## config.mk

```make
export PLATFORM = sky130hd
export DESIGN_NAME = des_key_schedule
export DESIGN_NICKNAME = d
export VERILOG_FILES = /design/src/rtl/des_key_schedule.sv
export SDC_FILE = /design/constraint.sdc
export NUM_CORES = 1
export LEC_CHECK = 0
export ABC_AREA = 1
export CAP_MARGIN = 20
export CORE_AREA = 8 8 318 320
export DETAILED_ROUTE_END_ITERATION = 7
export DIE_AREA = 0 0 326 328
export GPL_TIMING_DRIVEN = 0
export PLACE_DENSITY = 0.63
export RECOVER_POWER = 25
export SETUP_SLACK_MARGIN = 0.15
export SLEW_MARGIN = 20
export SYNTH_ARGS = -nofsm -noshare
export SYNTH_HDL_FRONTEND = slang
export SYNTH_SLANG_ARGS = --single-unit
```

## constraint.sdc

```tcl
create_clock -name clk -period 1.9 [get_ports clk]
set_input_delay 0.38 -clock clk [delete_from_list [all_inputs] [get_ports clk]]
set_output_delay 0.38 -clock clk [all_outputs]
set_load 0.1 [all_outputs]
```

## src/rtl/des_key_schedule.sv

```systemverilog
// DES key schedule: PC-1 capture, then one rotated/PC-2 round subkey per clock into key1..key16.
// Optional odd-parity checking of the captured key is enabled by defining DES_KS_PARITY_CHECK_EN.
module des_key_schedule (
  input  logic        clk,
  input  logic        rst,
  input  logic        start,
  input  logic [0:63] key_in,
  output logic        busy,
  output logic        done,
  output logic        keys_valid,
  output logic [0:47] key1,
  output logic [0:47] key2,
  output logic [0:47] key3,
  output logic [0:47] key4,
  output logic [0:47] key5,
  output logic [0:47] key6,
  output logic [0:47] key7,
  output logic [0:47] key8,
  output logic [0:47] key9,
  output logic [0:47] key10,
  output logic [0:47] key11,
  output logic [0:47] key12,
  output logic [0:47] key13,
  output logic [0:47] key14,
  output logic [0:47] key15,
  output logic [0:47] key16,
  output logic        parity_err
);

  typedef enum logic [1:0] {S_IDLE, S_RUN, S_DONE} state_t;

  // Table entries are 1-based DES bit numbers (bit 1 = MSB = index 0).
  localparam int PC1 [0:55] = '{
    57, 49, 41, 33, 25, 17,  9,
     1, 58, 50, 42, 34, 26, 18,
    10,  2, 59, 51, 43, 35, 27,
    19, 11,  3, 60, 52, 44, 36,
    63, 55, 47, 39, 31, 23, 15,
     7, 62, 54, 46, 38, 30, 22,
    14,  6, 61, 53, 45, 37, 29,
    21, 13,  5, 28, 20, 12,  4
  };

  localparam int PC2 [0:47] = '{
    14, 17, 11, 24,  1,  5,
     3, 28, 15,  6, 21, 10,
    23, 19, 12,  4, 26,  8,
    16,  7, 27, 20, 13,  2,
    41, 52, 31, 37, 47, 55,
    30, 40, 51, 45, 33, 48,
    44, 49, 39, 56, 34, 53,
    46, 42, 50, 36, 29, 32
  };

  state_t      state_q, state_d;
  logic [3:0]  cnt_q, cnt_d;
  logic [0:27] c_q, c_d, d_q, d_d;
  logic [0:47] keys_q [16];
  logic [0:47] keys_d [16];
  logic        keys_valid_q, keys_valid_d;

  logic [0:27] pc1_c, pc1_d;
  logic [0:27] c_rot, d_rot;
  logic [0:55] cd_rot;
  logic [0:47] subkey;
  logic        one_shift;
  logic        accept;

  genvar gi;

  generate
    for (gi = 0; gi < 28; gi++) begin : g_pc1
      assign pc1_c[gi] = key_in[PC1[gi] - 1];
      assign pc1_d[gi] = key_in[PC1[gi + 28] - 1];
    end
  endgenerate

  // Rounds 1, 2, 9 and 16 (counter 0, 1, 8, 15) shift by one; all others by two.
  assign one_shift = (cnt_q == 4'd0) || (cnt_q == 4'd1) || (cnt_q == 4'd8) || (cnt_q == 4'd15);
  assign c_rot     = one_shift ? {c_q[1:27], c_q[0]} : {c_q[2:27], c_q[0:1]};
  assign d_rot     = one_shift ? {d_q[1:27], d_q[0]} : {d_q[2:27], d_q[0:1]};
  assign cd_rot    = {c_rot, d_rot};

  generate
    for (gi = 0; gi < 48; gi++) begin : g_pc2
      assign subkey[gi] = cd_rot[PC2[gi] - 1];
    end
  endgenerate

  assign accept = (state_q == S_IDLE) && start;

  always_comb begin
    state_d      = state_q;
    cnt_d        = cnt_q;
    c_d          = c_q;
    d_d          = d_q;
    keys_d       = keys_q;
    keys_valid_d = keys_valid_q;
    case (state_q)
      S_IDLE: begin
        if (start) begin
          c_d          = pc1_c;
          d_d          = pc1_d;
          cnt_d        = 4'd0;
          keys_valid_d = 1'b0;
          state_d      = S_RUN;
        end
      end
      S_RUN: begin
        c_d           = c_rot;
        d_d           = d_rot;
        keys_d[cnt_q] = subkey;
        if (cnt_q == 4'd15) begin
          keys_valid_d = 1'b1;
          state_d      = S_DONE;
        end else begin
          cnt_d = cnt_q + 4'd1;
        end
      end
      S_DONE:  state_d = S_IDLE;
      default: state_d = S_IDLE;
    endcase
  end

  always_ff @(posedge clk or negedge rst) begin
    if (!rst) begin
      state_q      <= S_IDLE;
      cnt_q        <= 4'd0;
      c_q          <= '0;
      d_q          <= '0;
      keys_valid_q <= 1'b0;
      for (int i = 0; i < 16; i++) keys_q[i] <= '0;
    end else begin
      state_q      <= state_d;
      cnt_q        <= cnt_d;
      c_q          <= c_d;
      d_q          <= d_d;
      keys_valid_q <= keys_valid_d;
      for (int i = 0; i < 16; i++) keys_q[i] <= keys_d[i];
    end
  end

`ifdef DES_KS_PARITY_CHECK_EN
  logic       parity_err_q, parity_err_d;
  logic [7:0] byte_even;

  generate
    for (gi = 0; gi < 8; gi++) begin : g_par
      assign byte_even[gi] = ~^key_in[8*gi +: 8];
    end
  endgenerate

  always_comb begin
    parity_err_d = parity_err_q;
    if (accept) parity_err_d = |byte_even;
  end

  always_ff @(posedge clk or negedge rst) begin
    if (!rst) parity_err_q <= 1'b0;
    else      parity_err_q <= parity_err_d;
  end

  assign parity_err = parity_err_q;
`else
  // Parity bits only feed the optional checker; fold them here so they are accounted for.
  logic unused_parity_bits;
  logic unused_accept;
  assign unused_parity_bits = ^{key_in[7], key_in[15], key_in[23], key_in[31],
                                key_in[39], key_in[47], key_in[55], key_in[63]};
  assign unused_accept      = accept;
  assign parity_err         = 1'b0;
`endif

  assign busy       = (state_q == S_RUN);
  assign done       = (state_q == S_DONE);
  assign keys_valid = keys_valid_q;

  assign key1  = keys_q[0];
  assign key2  = keys_q[1];
  assign key3  = keys_q[2];
  assign key4  = keys_q[3];
  assign key5  = keys_q[4];
  assign key6  = keys_q[5];
  assign key7  = keys_q[6];
  assign key8  = keys_q[7];
  assign key9  = keys_q[8];
  assign key10 = keys_q[9];
  assign key11 = keys_q[10];
  assign key12 = keys_q[11];
  assign key13 = keys_q[12];
  assign key14 = keys_q[13];
  assign key15 = keys_q[14];
  assign key16 = keys_q[15];

endmodule

```

* Word-level counts from Yosys, hierarchy flattened
Cells that the tools add are included.
Word-level totals: bits in registers 831, output and inout bits 772
Cells by class: bitwise operators 1, reduce and logical (&&, ||, !) cells 11, equal/unequal tests 8, mux-type cells 18, $add $sub $neg 1, $lt $le $gt $ge 2
Operators with widths (count):
- 768-bit bitwise mux | 1
- 48-bit demux with 4-bit select | 1
- 28-bit 2-to-1 mux | 4
- 28-bit one-hot mux with 2 select lines | 2
- 48-bit 2-to-1 mux | 1
- 4-bit equality test (second input constant) | 2
- 4-bit 2-to-1 mux | 2
- 4-bit one-hot mux with 2 select lines | 1
- 3-bit AND reduction | 2
- 5-bit >= comparator (second input constant) | 1
- 5-bit by 1-bit less-than comparator with 1-bit output (second input constant) | 1
- 4-bit NOT with 5-bit output | 1
- 4-bit by 1-bit adder with 4-bit output (second input constant) | 1
- 4-bit by 1-bit equality test with 1-bit output (second input constant) | 1
- 4-bit zero test | 1
- 2-bit 2-to-1 mux | 2
- 2-bit != test (second input constant) | 2
- 2-bit one-hot mux with 2 select lines | 1
- 2-bit AND reduction | 2
- 1-bit logical OR | 3
- 2-bit by 1-bit equality test with 1-bit output (second input constant) | 1
- 2-bit equality test (second input constant) | 1
- 2-bit zero test | 1
- 1-bit 2-to-1 mux | 2
- 4 further kinds | 4

* Logic depth before layout (Yosys ltp)
depth after elaboration 6, gate-level depth with buffers 11, depth with buffers taken out 8

* Worst setup path after synthesis
OpenSTA, ideal clock, no wires.
kind reg-to-reg, from register state_q[1], to register c_q[1] (netlist bit), path slack -0.311 ns, clock period less this slack 2.211 ns, path buffers 2, arrival time 2.134 ns, stages on the path, launching flop included 8, data required time 1.823 ns, cells stage by stage dfrtp_1 inv_1 nand2_1 inv_2 buf_2 buf_1 nand3_1 a21oi_1
On the way: word-level cells in the longest chain between the ends 3
Ends and longest elaborated chain:
- from (decl) | line 55 | state_t state_q, state_d;
- from (signal assigned) | line 134 | state_q <= state_d;
- 2-bit by 1-bit equality test with 1-bit output (*)
- net busy | line 8 | output logic busy,
- 2-bit nonzero test (no line)
- 2-bit AND reduction (no line)
- to (signal assigned) | line 129 | c_q <= '0;
- to (signal assigned) | line 136 | c_q <= c_d;
- to (decl) | line 57 | logic [0:27] c_q, c_d, d_q, d_d;
Mark *: on every way through the listed nets, which the timed path passes. The rest lies on a longest branch. A chain may end at the register's enable or synchronous reset.

* Worst setup path after layout
from register cnt_q[0], to register keys_q (netlist bit key9[19])
On the way: word-level cells in the longest chain between the ends 6
Ends and longest elaborated chain:
- from (decl) | line 56 | logic [3:0] cnt_q, cnt_d;
- from (signal assigned) | line 135 | cnt_q <= cnt_d;
- 4-bit NOT with 5-bit output (not written as such) (tied with other cells) | line 112 | keys_d[cnt_q] = subkey;
- 5-bit >= comparator (not written as such) (tied with other cells) | line 112
- 1-bit logical AND (not written as such) or 1-bit logical OR (tied branches) | line 112, 79
- 48-bit 2-to-1 mux (not written as such) or 1-bit logical OR (tied branches) | line 112, 79
- 48-bit demux with 4-bit select or 28-bit 2-to-1 mux (tied branches) | line 112, 80
- 768-bit bitwise mux (*) | line 112
- to (decl) | line 58 | logic [0:47] keys_q [16];
Every way passes the cells marked *; elsewhere a longest branch is shown, timed or not.

==> impl_metrics.json <==
{
  "design.core.area_mm2": 0.0960,
  "crit_buf_inv": 3,
  "drc": 0,
  "cts_tree": "yes",
  "yosysTopAreaCell": "dfrtp_1",
  "worstMarginPinSlew_ns": 1.46,
  "whs_ns": -0.389,
  "hold_path.class": "input port to asynchronous set/reset pin",
  "synth_cell_types": 27,
  "nNetsFinal": 4311,
  "die_h_um": 328,
  "crit_type": "flop to flop",
  "slew_headroom": 0.0262,
  "grt_max_degree": 149,
  "cts-root-buf": "clkbuf_16",
  "fin_ws_ns": -0.233,
  "placementRows": 114,
  "synth_seq_area_share": 0.667,
  "critPathMaxFanout": 10,
  "grt_overflow": 0,
  "antenna_found_initial": 10,
  "fin_area_mm2": 0.0496,
  "cts_made_buffers": 94,
  "dpl.hpwl_mm": 109,
  "drv_slew": 0,
  "rr_worst_depth": 8,
  "routabilityCongestion": 0.904,
  "critPathCaptureType": "flop",
  "timing.fmax_mhz": 469,
  "clockBufferDepth": 3,
  "drt_iter0_drc": 3229,
  "cap_violations": 0,
  "die_w_um": 326,
  "io_buffer_count": 829,
  "final_antenna_net_count": 0,
  "via_count": 29100,
  "ys_warn_count": 0,
  "syn_nets": 3244,
  "clk_pin_slew_ns": 0.06,
  "dp.cells": 5284,
  "rrSetupSlack_ns": -0.23,
  "grtUsageTotal": 0.275,
  "finish.utilization": 0.516,
  "grt_pass1_vias": 28300,
  "first_pass_iters": 5,
  "insertion_delay_ns": 0.68,
  "slowest_delay_ns": 0.45,
  "reg2reg_to": "key9[19]$_DFFE_PN0P_",
  "area_growth_pct": 58.9,
  "clock_sinks": 831,
  "placed_area_mm2": 0.0413,
  "stdcell_count": 5601,
  "setup-violations-final": 1524,
  "period_minus_slack_ns": 2.13,
  "slowest_stage": "dfrtp_2",
  "worstPathCellList": "ha_2 -> buf_8 -> nand3_4 -> buf_4 -> nand4_1 -> nand2_8 -> clkbuf_16 -> o21ai_0",
  "layout-drive-gt1-share": 0.342,
  "fp.dieArea_mm2": 0.107,
  "crit_family": "simple AND/OR/NAND/NOR gates",
  "cts_max_level": 3,
  "wl_mm": 155,
  "syn_area_mm2": 0.0312,
  "cp.required_ns": 2.43,
  "viasPerCell": 5.20,
  "synth_seq_cells": 831,
  "dp_slack_ns": -1.25,
  "post-route-period-util": 1.12,
  "start_util": 0.325,
  "fin_skew_ns": 0.0295,
  "synthTopCellsByArea": "dfrtp_1 67%, o21ai_0 13%, nand2_1 11%",
  "cp.arrival_ns": 2.66,
  "synth_cells": 3173,
  "avgSynthCellArea_um2": 9.83,
  "crit_path_start_kind": "flop",
  "yosys.area.top_type_share": 0.667,
  "regToRegStartpoint": "cnt_q[0]$_DFFE_PN0P_",
  "hold_viol": 75,
  "violations": "hold timing, setup timing",
  "wl_per_cell_um": 27.7,
  "pin_count": 839,
  "status": "finished, violations left",
  "rsz0062_at_grt": "true",
  "grt_pass1_wl_mm": 215
}
## how the worst max path moves through the flow
stage                                 end              startpoint  slack (ns)  cells after the start
detailed placement  key14[23]$_DFFE_PN0P_    cnt_q[1]$_DFFE_PN0P_       -1.25                      9
floorplan             d_q[16]$_DFFE_PN0P_    cnt_q[1]$_DFFE_PN0P_        0.13                     11
global placement     key2[27]$_DFFE_PN0P_                     rst      -38.19                      1
CTS                                  busy  state_q[1]$_DFFE_PN0P_       -0.19                      6
global route         key6[19]$_DFFE_PN0P_    cnt_q[1]$_DFFE_PN0P_       -0.25                     11
finish               key9[19]$_DFFE_PN0P_    cnt_q[0]$_DFFE_PN0P_       -0.23                      8
## state kept, by name, indices dropped and copies added, names as in the netlist, 4 cells and up
name   flops
key10     48
key11     48
key12     48
key13     48
key14     48
key15     48
key16     48
key1      48
key2      48
key3      48
key4      48
key5      48
key6      48
key7      48
key8      48
key9      48
c_q       28
d_q       28
cnt_q      4
## per-stage QoR
step | hold WS, ns | setup TNS (ns)
4_1_cts | -0.399 | -168.94
3_5_place_dp | 0.321 | -713.94
6_report | -0.389 | -141.95
2_1_floorplan | 0.0844 | 0
3_3_place_gp | 0.458 | -
5_1_grt | -0.385 | -229.73
## what timing repair did
item	4_1_cts	5_1_grt
hold endpoints to repair	75	75
setup endpoints to repair	1745	1730
cloned	5	12
pin swaps	64	54
setup buffers	95	24
gates resized for setup	2921	530
## routing by layer
layer	share of wire	routed length (um)	vias to the layer above	global-route usage
li1	-	-	12600	-
met1	0.38	58900	14700	0.336
met2	0.48	74200	1417	0.454
met3	0.098	15200	301	0.0898
met4	0.045	6950	2	0.101
met5	0.000045	7	-	0
## placed cells by master (no fill, tap or decap), drive strengths merged
cell type	instances
o22ai	7
nor3	2
bufinv	6
clkbuf	304
nor2	77
clkinv	18
nand3	60
clkinvlp	4
conb	1
ha	4
nand2	940
inv	84
dfrtp	831
a21oi	35
diode	10
clkdlybuf4s50	57
buf	268
clkdlybuf4s15	737
nand4	49
o21bai	7
o21ai	823
xnor2	1
## kinds of logic (layout without fill, tap and decap cells)
family,count (synthesis),count (layout),share of synthesized area
flops,831,831,0.667
simple gates,1127,1128,0.143
fa+ha+maj,4,4,0.00160
buf+inv,337,1478,0.0458
other cells,1,11,0.000120
xor+xnor,1,1,0.000281
compound gates,872,872,0.143
## synthesized netlist by cell type, drive strengths merged
cell type,instances
o22ai,7
xnor2,1
o21bai,7
nor3,2
ha,4
dfrtp,831
a21oi,35
inv,80
nand3,59
nand2,940
nor2,77
clkbuf,165
o21ai,823
conb,1
buf,92
nand4,49
## layout make-up
cell class                 count  area, um2
clock inverter                32        368
timing repair buffer         970      11100
multi-input combinational   2006      10300
clock buffer                 139       2760
antenna                       10       25.0
sequential                   831      20800
buffer                       257       2260
fill                        8588      46400
inverter                      80        308
tap                         1276       1600
## worst register-to-register path, stage by stage (launching register included)
cell and delay, ns:
dfrtp_2 0.45, ha_2 0.21, buf_8 0.14, nand3_4 0.18, buf_4 0.23, nand4_1 0.27
nand2_8 0.26, clkbuf_16 0.19, o21ai_0 0.07
Power is not shown: default switching activity piles up to over one toggle a cycle in this logic, so the estimate is an artifact.
